--- src/rtl/id_hazard_controller_pkg.sv ---
// id_hazard_controller_pkg: shared pipeline-control types and constants.
package id_hazard_controller_pkg;
    localparam logic [1:0] RUN_ENC    = 2'd0;
    localparam logic [1:0] STALL_ENC  = 2'd1;
    localparam logic [1:0] DRAIN_ENC  = 2'd2;
    localparam logic [1:0] HALTED_ENC = 2'd3;
    typedef enum logic [1:0] {
        ST_RUN    = RUN_ENC,
        ST_STALL  = STALL_ENC,
        ST_DRAIN  = DRAIN_ENC,
        ST_HALTED = HALTED_ENC
    } state_t;
    localparam int DRAIN_CYCLES_DEF = 3;
    localparam int DCNT_W           = 8;
    localparam int REM_W            = 2;
endpackage

--- src/rtl/id_hazard_controller_hazard_detect.sv ---
// hazard_detect: combinational load-use and branch-operand hazard detection for the ID stage.
module hazard_detect #(
    parameter int NREG_BITS = 5
) (
    input  logic [NREG_BITS-1:0] id_rs,
    input  logic [NREG_BITS-1:0] id_rt,
    input  logic                 id_use_rs,
    input  logic                 id_use_rt,
    input  logic                 id_branch,
    input  logic [NREG_BITS-1:0] ex_rd,
    input  logic [NREG_BITS-1:0] mem_rd,
    input  logic                 ex_wr_en,
    input  logic                 mem_wr_en,
    input  logic                 ex_load,
    input  logic                 mem_load,
    output logic                 hazard_1,
    output logic                 hazard_2
);
    logic ex_match, mem_match;
    function automatic logic reads(input logic [NREG_BITS-1:0] x);
        return (x != '0) && ((id_use_rs && id_rs == x) || (id_use_rt && id_rt == x));
    endfunction
    always_comb begin
        ex_match  = ex_wr_en && reads(ex_rd);
        mem_match = mem_wr_en && mem_load && reads(mem_rd);
        hazard_2  = id_branch && ex_load && ex_match;
        hazard_1  = (ex_load && ex_match) || (id_branch && ex_match) || (id_branch && mem_match);
    end
endmodule

--- src/rtl/id_hazard_controller.sv ---
// id_hazard_controller: ID-stage stall/flush sequencing, debug halt drain and stall-cycle counter.
module id_hazard_controller
    import id_hazard_controller_pkg::*;
#(
    parameter int NREG_BITS    = 5,
    parameter int DRAIN_CYCLES = DRAIN_CYCLES_DEF
) (
    input  logic                 i_clk,
    input  logic                 i_rst,
    input  logic [NREG_BITS-1:0] i_id_rs,
    input  logic [NREG_BITS-1:0] i_id_rt,
    input  logic                 i_id_use_rs,
    input  logic                 i_id_use_rt,
    input  logic                 i_id_branch,
    input  logic [NREG_BITS-1:0] i_ex_rd,
    input  logic [NREG_BITS-1:0] i_mem_rd,
    input  logic                 i_ex_wr_en,
    input  logic                 i_mem_wr_en,
    input  logic                 i_ex_load,
    input  logic                 i_mem_load,
    input  logic                 i_pc_redirect,
    input  logic                 i_halt_req,
    input  logic                 i_cnt_clr,
    output logic                 o_pc_stall,
    output logic                 o_ifid_stall,
    output logic                 o_idex_bubble,
    output logic                 o_ifid_flush,
    output logic                 o_halt_ack,
    output logic [15:0]          o_stall_cnt
);
    state_t            state;
    logic [REM_W-1:0]  rem;
    logic [DCNT_W-1:0] dcnt;
    logic              haz_1, haz_2, stall, cnt_en;
    hazard_detect #(.NREG_BITS(NREG_BITS)) u_hazard_detect (
        .id_rs     (i_id_rs),
        .id_rt     (i_id_rt),
        .id_use_rs (i_id_use_rs),
        .id_use_rt (i_id_use_rt),
        .id_branch (i_id_branch),
        .ex_rd     (i_ex_rd),
        .mem_rd    (i_mem_rd),
        .ex_wr_en  (i_ex_wr_en),
        .mem_wr_en (i_mem_wr_en),
        .ex_load   (i_ex_load),
        .mem_load  (i_mem_load),
        .hazard_1  (haz_1),
        .hazard_2  (haz_2)
    );
    always_comb begin
        stall  = (state != ST_RUN) || haz_1 || haz_2;
        cnt_en = stall && (state == ST_RUN || state == ST_STALL);
    end
    assign o_pc_stall    = stall;
    assign o_ifid_stall  = stall;
    assign o_idex_bubble = stall;
    assign o_ifid_flush  = i_pc_redirect && !stall;
    // rem holds the STALL cycles still owed, including the current one
    always_ff @(posedge i_clk or posedge i_rst) begin
        if (i_rst) begin
            state       <= ST_RUN;
            rem         <= '0;
            dcnt        <= '0;
            o_halt_ack  <= 1'b0;
            o_stall_cnt <= '0;
        end else begin
            o_stall_cnt <= i_cnt_clr ? '0 : (cnt_en && o_stall_cnt != 16'hFFFF) ? o_stall_cnt + 16'd1 : o_stall_cnt;
            case (state)
                ST_RUN: begin
                    if (haz_2) begin
                        state <= ST_STALL;
                        rem   <= REM_W'(1);
                    end else if (!haz_1 && i_halt_req) begin
                        state <= ST_DRAIN;
                        dcnt  <= DCNT_W'(DRAIN_CYCLES - 1);
                    end
                end
                ST_STALL: begin
                    rem <= rem - REM_W'(1);
                    if (rem <= REM_W'(1)) state <= ST_RUN;
                end
                ST_DRAIN: begin
                    if (!i_halt_req) begin
                        state <= ST_RUN;
                    end else if (dcnt == '0) begin
                        state      <= ST_HALTED;
                        o_halt_ack <= 1'b1;
                    end else begin
                        dcnt <= dcnt - DCNT_W'(1);
                    end
                end
                ST_HALTED: begin
                    if (!i_halt_req) begin
                        state      <= ST_RUN;
                        o_halt_ack <= 1'b0;
                    end
                end
            endcase
        end
    end
endmodule

--- config.mk ---
export PLATFORM = sky130hd
export DESIGN_NAME = id_hazard_controller
export DESIGN_NICKNAME = d
export VERILOG_FILES = /design/src/rtl/id_hazard_controller_pkg.sv /design/src/rtl/id_hazard_controller_hazard_detect.sv /design/src/rtl/id_hazard_controller.sv
export SDC_FILE = /design/constraint.sdc
export NUM_CORES = 1
export LEC_CHECK = 0
export BUFFER_PORTS_ARGS = -buffer_cell sky130_fd_sc_hd__buf_4
export CORE_ASPECT_RATIO = 1.1
export CORE_MARGIN = 3
export CORE_UTILIZATION = 30
export DETAILED_ROUTE_END_ITERATION = 8
export GPL_TIMING_DRIVEN = 0
export SLEW_MARGIN = 30
export SYNTH_ARGS = -nofsm -noshare
export SYNTH_HDL_FRONTEND = slang
export SYNTH_HIERARCHICAL = 1
export SYNTH_SLANG_ARGS = --single-unit
--- constraint.sdc ---
create_clock -name i_clk -period 2.33 [get_ports i_clk]
set_clock_uncertainty 0.15 [all_clocks]
set_input_delay 0.466 -clock i_clk [delete_from_list [all_inputs] [get_ports i_clk]]
set_output_delay 0.466 -clock i_clk [all_outputs]
set_load 0.01 [all_outputs]
==> results.md, run 1 <==
- Status: finished, violations left
- Failing checks: setup timing
- Core Footprint: a little over 6000 µm²
- Post-DP Area: 2440 µm²
- Fin crit share: 114%
- Worst vdd ir: between 0.4 and 0.5 mV
- Cell row count: 30
- Nets: between 300 and 400
- Register Area: 726 µm²
- Iteration-0 DRC Markers: 56
- Net Count, Synth: 243
- Net Switching: roughly 0.82 mW
- Diode count: 0
- Final setup TNS: -4900 ps
- Share of the synthesized area in the top cell type: 37.7%
- Layout cells sized above 1: a little under half
- Hold Violations, Final: 0
- Remaining DRCs: 0
- Die area: approximately 7400 µm²
- Die width: between 80 and 90 µm
- Filler Cell Count: between 500 and 600
- Multi-input gate area: approximately 1400 µm²
- Routed wire length: between 5000 and 6000 µm
- Fraction of registers with async set/reset: 100%
- Worst-Margin Slew: about 620 ps
- Synth Area in Simple Gates: between 20% and 30%
- Die H: 90.1 µm
- Post-synthesis adder-cell area fraction: 2.60%
- Buffers added on ports: 51
- Critical path class: in -> out
- Total Routing Usage GR: a little over an eighth
- CTS buffer count: 5
- CP endpoint kind: output port
- CP Launch Type: primary input
- Setup ws final: -334 ps
- Mux share of post-synthesis cell area: ~4.5%
- Pre-antenna DRT Iters: 4
- Clk buf depth: 2
- Max Cap Viol: 0
- Commonest non-fill, non-tap cells in the layout: buf_4, dfrtp_1, xor2_1, nand2_1, nand3_1
- Antenna violations before repair: 0
- Initial Util: a little under a third
- Htree depth: 2
- Switch share: 37.7%
- Largest net degree at the start of global routing: 30
- Via Count: about 1.9k
- Post-synth EDFFs: 0
- Register area share after synthesis: a little under two fifths
- Syn_area_per_cell: roughly 9.3 µm²
- Commonest non-fill, non-tap cell in the layout: buf_4
- CP required: 1710 ps
- Post-synthesis cell count: around 210
- Worst Path Arrival: 2050 ps
- Clock power share: between 10% and 20%
- Synth Flop Type: dfrtp_1
- Count of cell types in the netlist: 45
- # IOs: 53
- Max Fclk: about 0.38 GHz
- Dpl ws: -603 ps
- Post-DR vias/cell: around 5.3
- Wire per inst: roughly 15 µm
- Compound-cell area share of the yosys netlist: around 18%
- Largest cells by area after synthesis: dfrtp_1, xor2_1, or4_1, a21oi_1, mux2i_1
- Clock sink total: 29
- Leading area contributor after synthesis: dfrtp_1
- Non-Filler Instances: ~360
- P&R area growth vs syn: 54.2%
- First-pass GRT wire length: just over 8000 µm
- Minimum clock period: 2660 ps
- RSZ-0062 raised after global routing: true
- Power Dens Cells: 733 nW/µm²
- CTS tree: yes
- Post-route ant nets: 0
- Layout Utilization: 48.0%
- Post-Synth XOR/XNOR Area: 9.09%
- Cell area after synthesis: between 1500 and 2000 µm²
- Largest family of logic cells by synthesized area: simple AND/OR/NAND/NOR gates
- Worst Path Max Fanout: 3
- Synth Register Bits: 29
- GR Overflow Total: 0
- Logic gate share of total power: 45.6%
- Warnings from Yosys: 6
- HPWL Detailed: 3610 µm
- Clk slew on worst S/H paths: 70 ps
- Seq pwr share: a little over a third
- Root buf cell: clkbuf_8
- Placed Cells incl. Taps: roughly 340
- Final GP Congestion: 0.752
- Final Cell Area: slightly below 3000 µm²
- LEAKAGE: 1.25 nW
- Setup violations, final: 22
- Worst hold path type: in -> async
- Fin. max-slew vios: 0
- P_int: between 1 and 1.5 mW
- # hold bufs at CTS: 0
- Vias in the first global route: between 1.5k and 2k
- Rel. slew slack: 58.5%
- Worst skew pair latency: between 200 and 300 ps
metal layers:
layer,wire length [µm],GRT usage [%]
met2,2690,22.5
met3,274,2.71
met4,68,4.16
met1,2260,17.4
met5,0,0
cell families (layout without fill, tap and decap cells):
family                     count (synthesis)  after routing
xor gates and xnor gates                  20             20
DFF                                       29             29
buffers and inverters                     17             91
muxes                                      8              8
adders and majority gates                  4              4
and+or+nand+nor                           80             80
AOI/OAI and AO/OA                         49             49
stage by stage:
step | total power, mW | hold slack [ps]
final | 2.18 | 110
after global routing | 2.32 | 166
after floorplan | 1.23 | 296
after CTS | 2.06 | 142
after global placement | 1.46 | 319
after detailed placement | 1.47 | 320
cell usage after synthesis, types with 2 or more instances:
| master | count |
|---|---|
| a21oi_1 | 14 |
| a32oi_1 | 2 |
| and2_1 | 5 |
| and3_1 | 2 |
| and4_1 | 5 |
| buf_2 | 2 |
| buf_4 | 2 |
| clkbuf_1 | 2 |
| dfrtp_1 | 29 |
| ha_1 | 4 |
| inv_1 | 10 |
| mux2i_1 | 6 |
| nand2_1 | 13 |
| nand2b_1 | 2 |
| nand3_1 | 11 |
| nand4_1 | 2 |
| nor2_1 | 9 |
| nor2b_1 | 2 |
| nor4_1 | 7 |
| o21a_1 | 2 |
| o21ai_0 | 7 |
| o21ai_2 | 2 |
| o311ai_0 | 3 |
| o31ai_1 | 8 |
| o41ai_1 | 4 |
| or3_1 | 5 |
| or4_1 | 11 |
| xnor2_1 | 4 |
| xor2_1 | 16 |
state kept, by name, indices dropped and copies added, names as in the netlist:
name / count
rem: 2
dcnt: 8
o_halt_ack: 1
o_stall_cnt: 16
state: 2
layout make-up:
class | count | share of cell area [%]
Tap cell | 80 | 3.37
Clock buffer | 5 | 2.32
Buffer | 7 | 1.85
Sequential cell | 29 | 24.4
Multi-Input combinational cell | 161 | 47.6
Clock inverter | 3 | 0.589
Timing Repair Buffer | 66 | 18.6
Inverter | 10 | 1.26
what timing repair did:
| item | in CTS | in global routing |
|---|---|---|
| pin swaps | 23 | 22 |
| setup endpoints to repair | 27 | 29 |
| resized for setup | 38 | 31 |
| gates cloned | 1 | 0 |
| setup buffers | 8 | 6 |
final timing paths:
path | end | cells after the start | slack, ps | start
setup / recovery | o_pc_stall | 9 | -330 | i_ex_rd[1]
hold / removal | o_stall_cnt[1] | 2 | 110 | i_rst
setup reg to reg | o_stall_cnt[9] | 7 | -10 | o_stall_cnt[1]
hold reg to reg | rem[0] | 1 | 330 | rem[0]
max in group asynchronous | rem[0] | 2 | 1510 | i_rst
min in group i_clk | state[1] | 2 | 310 | i_halt_req
worst max-delay path: stages:
cell	delay, ps
buf_8	90
or4_1	520
o21a_1	220
nand3_2	90
nor2_4	50
nor4_4	280
inv_2	90
buf_6	120
buf_6	110
power groups by stage:
stage,Clock (mW),Sequential (mW),Combinational [mW]
after floorplan,0,0.727,0.507
after global placement,0,0.748,0.715
after detailed placement,0,0.748,0.727
after CTS,0.419,0.752,0.888
after global routing,0.443,0.792,1.08
final,0.412,0.773,0.993
Note: power is estimated with default switching activity, not from simulation.
==> run 2: changes to the inputs <==
--- a/config.mk
+++ b/config.mk
@@ -8,8 +8,8 @@
 export BUFFER_PORTS_ARGS = -buffer_cell sky130_fd_sc_hd__buf_4
 export CORE_ASPECT_RATIO = 1.1
-export CORE_MARGIN = 3
 export CORE_UTILIZATION = 30
 export DETAILED_ROUTE_END_ITERATION = 8
 export GPL_TIMING_DRIVEN = 0
+export MAX_ROUTING_LAYER = met4
 export SLEW_MARGIN = 30
 export SYNTH_ARGS = -nofsm -noshare
--- a/constraint.sdc
+++ b/constraint.sdc
@@ -3,3 +3,3 @@
 set_input_delay 0.466 -clock i_clk [delete_from_list [all_inputs] [get_ports i_clk]]
 set_output_delay 0.466 -clock i_clk [all_outputs]
-set_load 0.01 [all_outputs]
+set_load 0.02 [all_outputs]
==> results.md, run 2 (synthesis gave the netlist of run 1 again) <==
- Worst-Margin Slew: 627 ps (was 622 ps)
- Layout cells sized above 1: 44.5% (was 45.6%)
- RSZ-0062 raised after global routing: true (unchanged)
- Biggest regs: o_stall_cnt (16), dcnt (8) (unchanged)
- Total Routing Usage GR: 17.2% (was 13.6%)
- Clk slew on worst S/H paths: 60 ps (was 70 ps)
- Nets: 318 (was 316)
- Hold Violations, Final: 0 (unchanged)
- Via Count: 1945 (was 1907)
- Worst vdd ir: 0.378 mV (was 0.418 mV)
- Multi-input gate area: 1370 µm² (was 1410 µm²)
- Setup ws final: -338 ps (was -334 ps)
- First-pass GRT wire length: 8760 µm (was 8090 µm)
- Core Footprint: 6190 µm² (unchanged)
- CTS tree: yes (unchanged)
- Routed wire length: 5550 µm (was 5290 µm)
- Pre-antenna DRT Iters: 4 (unchanged)
- Die width: 78.4 µm (was 82.4 µm)
- Max Cap Viol: 0 (unchanged)
- Clock sink total: 29 (unchanged)
- Failing checks: setup timing (unchanged)
- Clk buf depth: 2 (unchanged)
- GR Overflow Total: 0 (unchanged)
- Register Area: 726 µm² (unchanged)
- CP endpoint kind: output port (unchanged)
- Worst Path Arrival: 2050 ps (about the same)
- Post-DP Area: 2430 µm² (was 2440 µm²)
- Fin crit share: 114% (about the same)
- Dpl ws: -631 ps (was -603 ps)
- Worst skew pair latency: 280 ps (about the same)
- P&R area growth vs syn: 54.2% (about the same)
- LEAKAGE: 1.26 nW (was 1.25 nW)
- Htree depth: 2 (unchanged)
- Buffers added on ports: 51 (unchanged)
- # hold bufs at CTS: 0 (unchanged)
- Setup violations, final: 22 (unchanged)
- Initial Util: 31.1% (unchanged)
- Die H: 86.1 µm (was 90.1 µm)
- Filler Cell Count: 604 (was 575)
- Antenna violations before repair: 0 (unchanged)
- Final setup TNS: -4560 ps (was -4900 ps)
- Rel. slew slack: 58.2% (was 58.5%)
- Power Dens Cells: 736 nW/µm² (was 733 nW/µm²)
- Minimum clock period: 2670 ps (was 2660 ps)
- # IOs: 53 (unchanged)
- Status: finished, violations left (unchanged)
- Commonest non-fill, non-tap cell in the layout: buf_4 (unchanged)
- Worst hold path type: in -> async (unchanged)
- Final GP Congestion: 0.853 (was 0.752)
- CP required: 1710 ps (about the same)
- Cell row count: 30 (unchanged)
- Max Fclk: 0.375 GHz (about the same)
- Remaining DRCs: 0 (unchanged)
- Max reg flops: 16 (unchanged)
- Die area: 6750 µm² (was 7420 µm²)
- HPWL Detailed: 3590 µm (was 3610 µm)
- CTS buffer count: 5 (unchanged)
- Post-DR vias/cell: 5.36 (was 5.28)
- Fin. max-slew vios: 0 (unchanged)
- Final Cell Area: 2970 µm² (about the same)
- Worst Path Max Fanout: 3 (unchanged)
- Root buf cell: clkbuf_8 (unchanged)
- CP Launch Type: primary input (unchanged)
- Largest net degree at the start of global routing: 30 (unchanged)
- Critical path class: in -> out (unchanged)
- Worst hold slack: 118 ps (was 110 ps)
- Vias in the first global route: 1892 (was 1772)
- Reg with most FFs: o_stall_cnt (unchanged)
- Iteration-0 DRC Markers: 52 (was 56)
- Post-route ant nets: 0 (unchanged)
- Layout Utilization: 48.0% (about the same)
- Commonest non-fill, non-tap cells in the layout: buf_4, dfrtp_1, buf_6, xor2_1, nand2_1 (was buf_4, dfrtp_1, xor2_1, nand2_1, nand3_1)
- Diode count: 0 (unchanged)
- Wire per inst: 15.3 µm (was 14.7 µm)
## run 2: changes by cell type in the layout (fill, tap and decap cells not counted), sizes merged
cell      change
buf           +2
clkinv        -2
clkinvlp      -1
clkbuf        +3
## run 2: power breakdown
part	switching [mW]	internal (mW)	leakage (nW)	total (mW)
Combinational	0.488	0.537	0.832	1.02
Clock	0.195	0.212	0.0395	0.407
Sequential	0.138	0.615	0.386	0.753
## run 2: area by class of cell
class                      instances  area share (%)
buffer                             7            1.85
clock buffer                       8            2.70
inverter                          10            1.26
multi-input combinational        161            46.3
sequential                        29            24.4
tap                               80            3.37
timing repair buffer              68            20.1
## run 2: what timing repair did
item                       in CTS  in global routing
setup buffers                  13                  3
setup endpoints to repair      27                 27
cloned                          1                  0
gates resized for setup        43                 28
pin swaps                      27                 20
## run 2: path summary, 6_finish.rpt
| kind | from | endpoint | slack (ps) | depth (start not counted) |
|---|---|---|---|---|
| worst max-delay path | i_ex_rd[1] | o_ifid_stall | -340 | 9 |
| worst min-delay path | i_rst | dcnt[1] | 120 | 2 |
| worst max register to register | o_stall_cnt[0] | o_stall_cnt[9] | 30 | 7 |
| worst min register to register | rem[0] | rem[0] | 330 | 1 |
| max in group asynchronous | i_rst | rem[0] | 1500 | 2 |
| min in group i_clk | i_halt_req | state[1] | 320 | 2 |
## run 2: per-layer routing
| layer | routed length [µm] | up-vias | share of wire [%] | track usage [%] |
|---|---|---|---|---|
| li1 | - | 931 | - | - |
| met1 | 2390 | 955 | 43 | 21.0 |
| met2 | 2820 | 47 | 51 | 28.0 |
| met3 | 223 | 12 | 4.0 | 3.72 |
| met4 | 112 | 0 | 2.0 | 5.72 |
| met5 | 0 | - | 0 | - |
## run 2: through the flow
step / power (mW) / std cells
floorplan: 1.26 / 207
global placement: 1.49 / 338
detailed placement: 1.51 / 338
CTS: 2.10 / 360
global route: 2.35 / 363
finish: 2.19 / 363
## run 2: critical path, stage by stage
cell,delay (ps)
buf_8,100
or4_4,530
o21a_1,220
nand3_2,90
nor2_4,50
nor4_4,260
inv_2,100
buf_6,130
buf_6,120
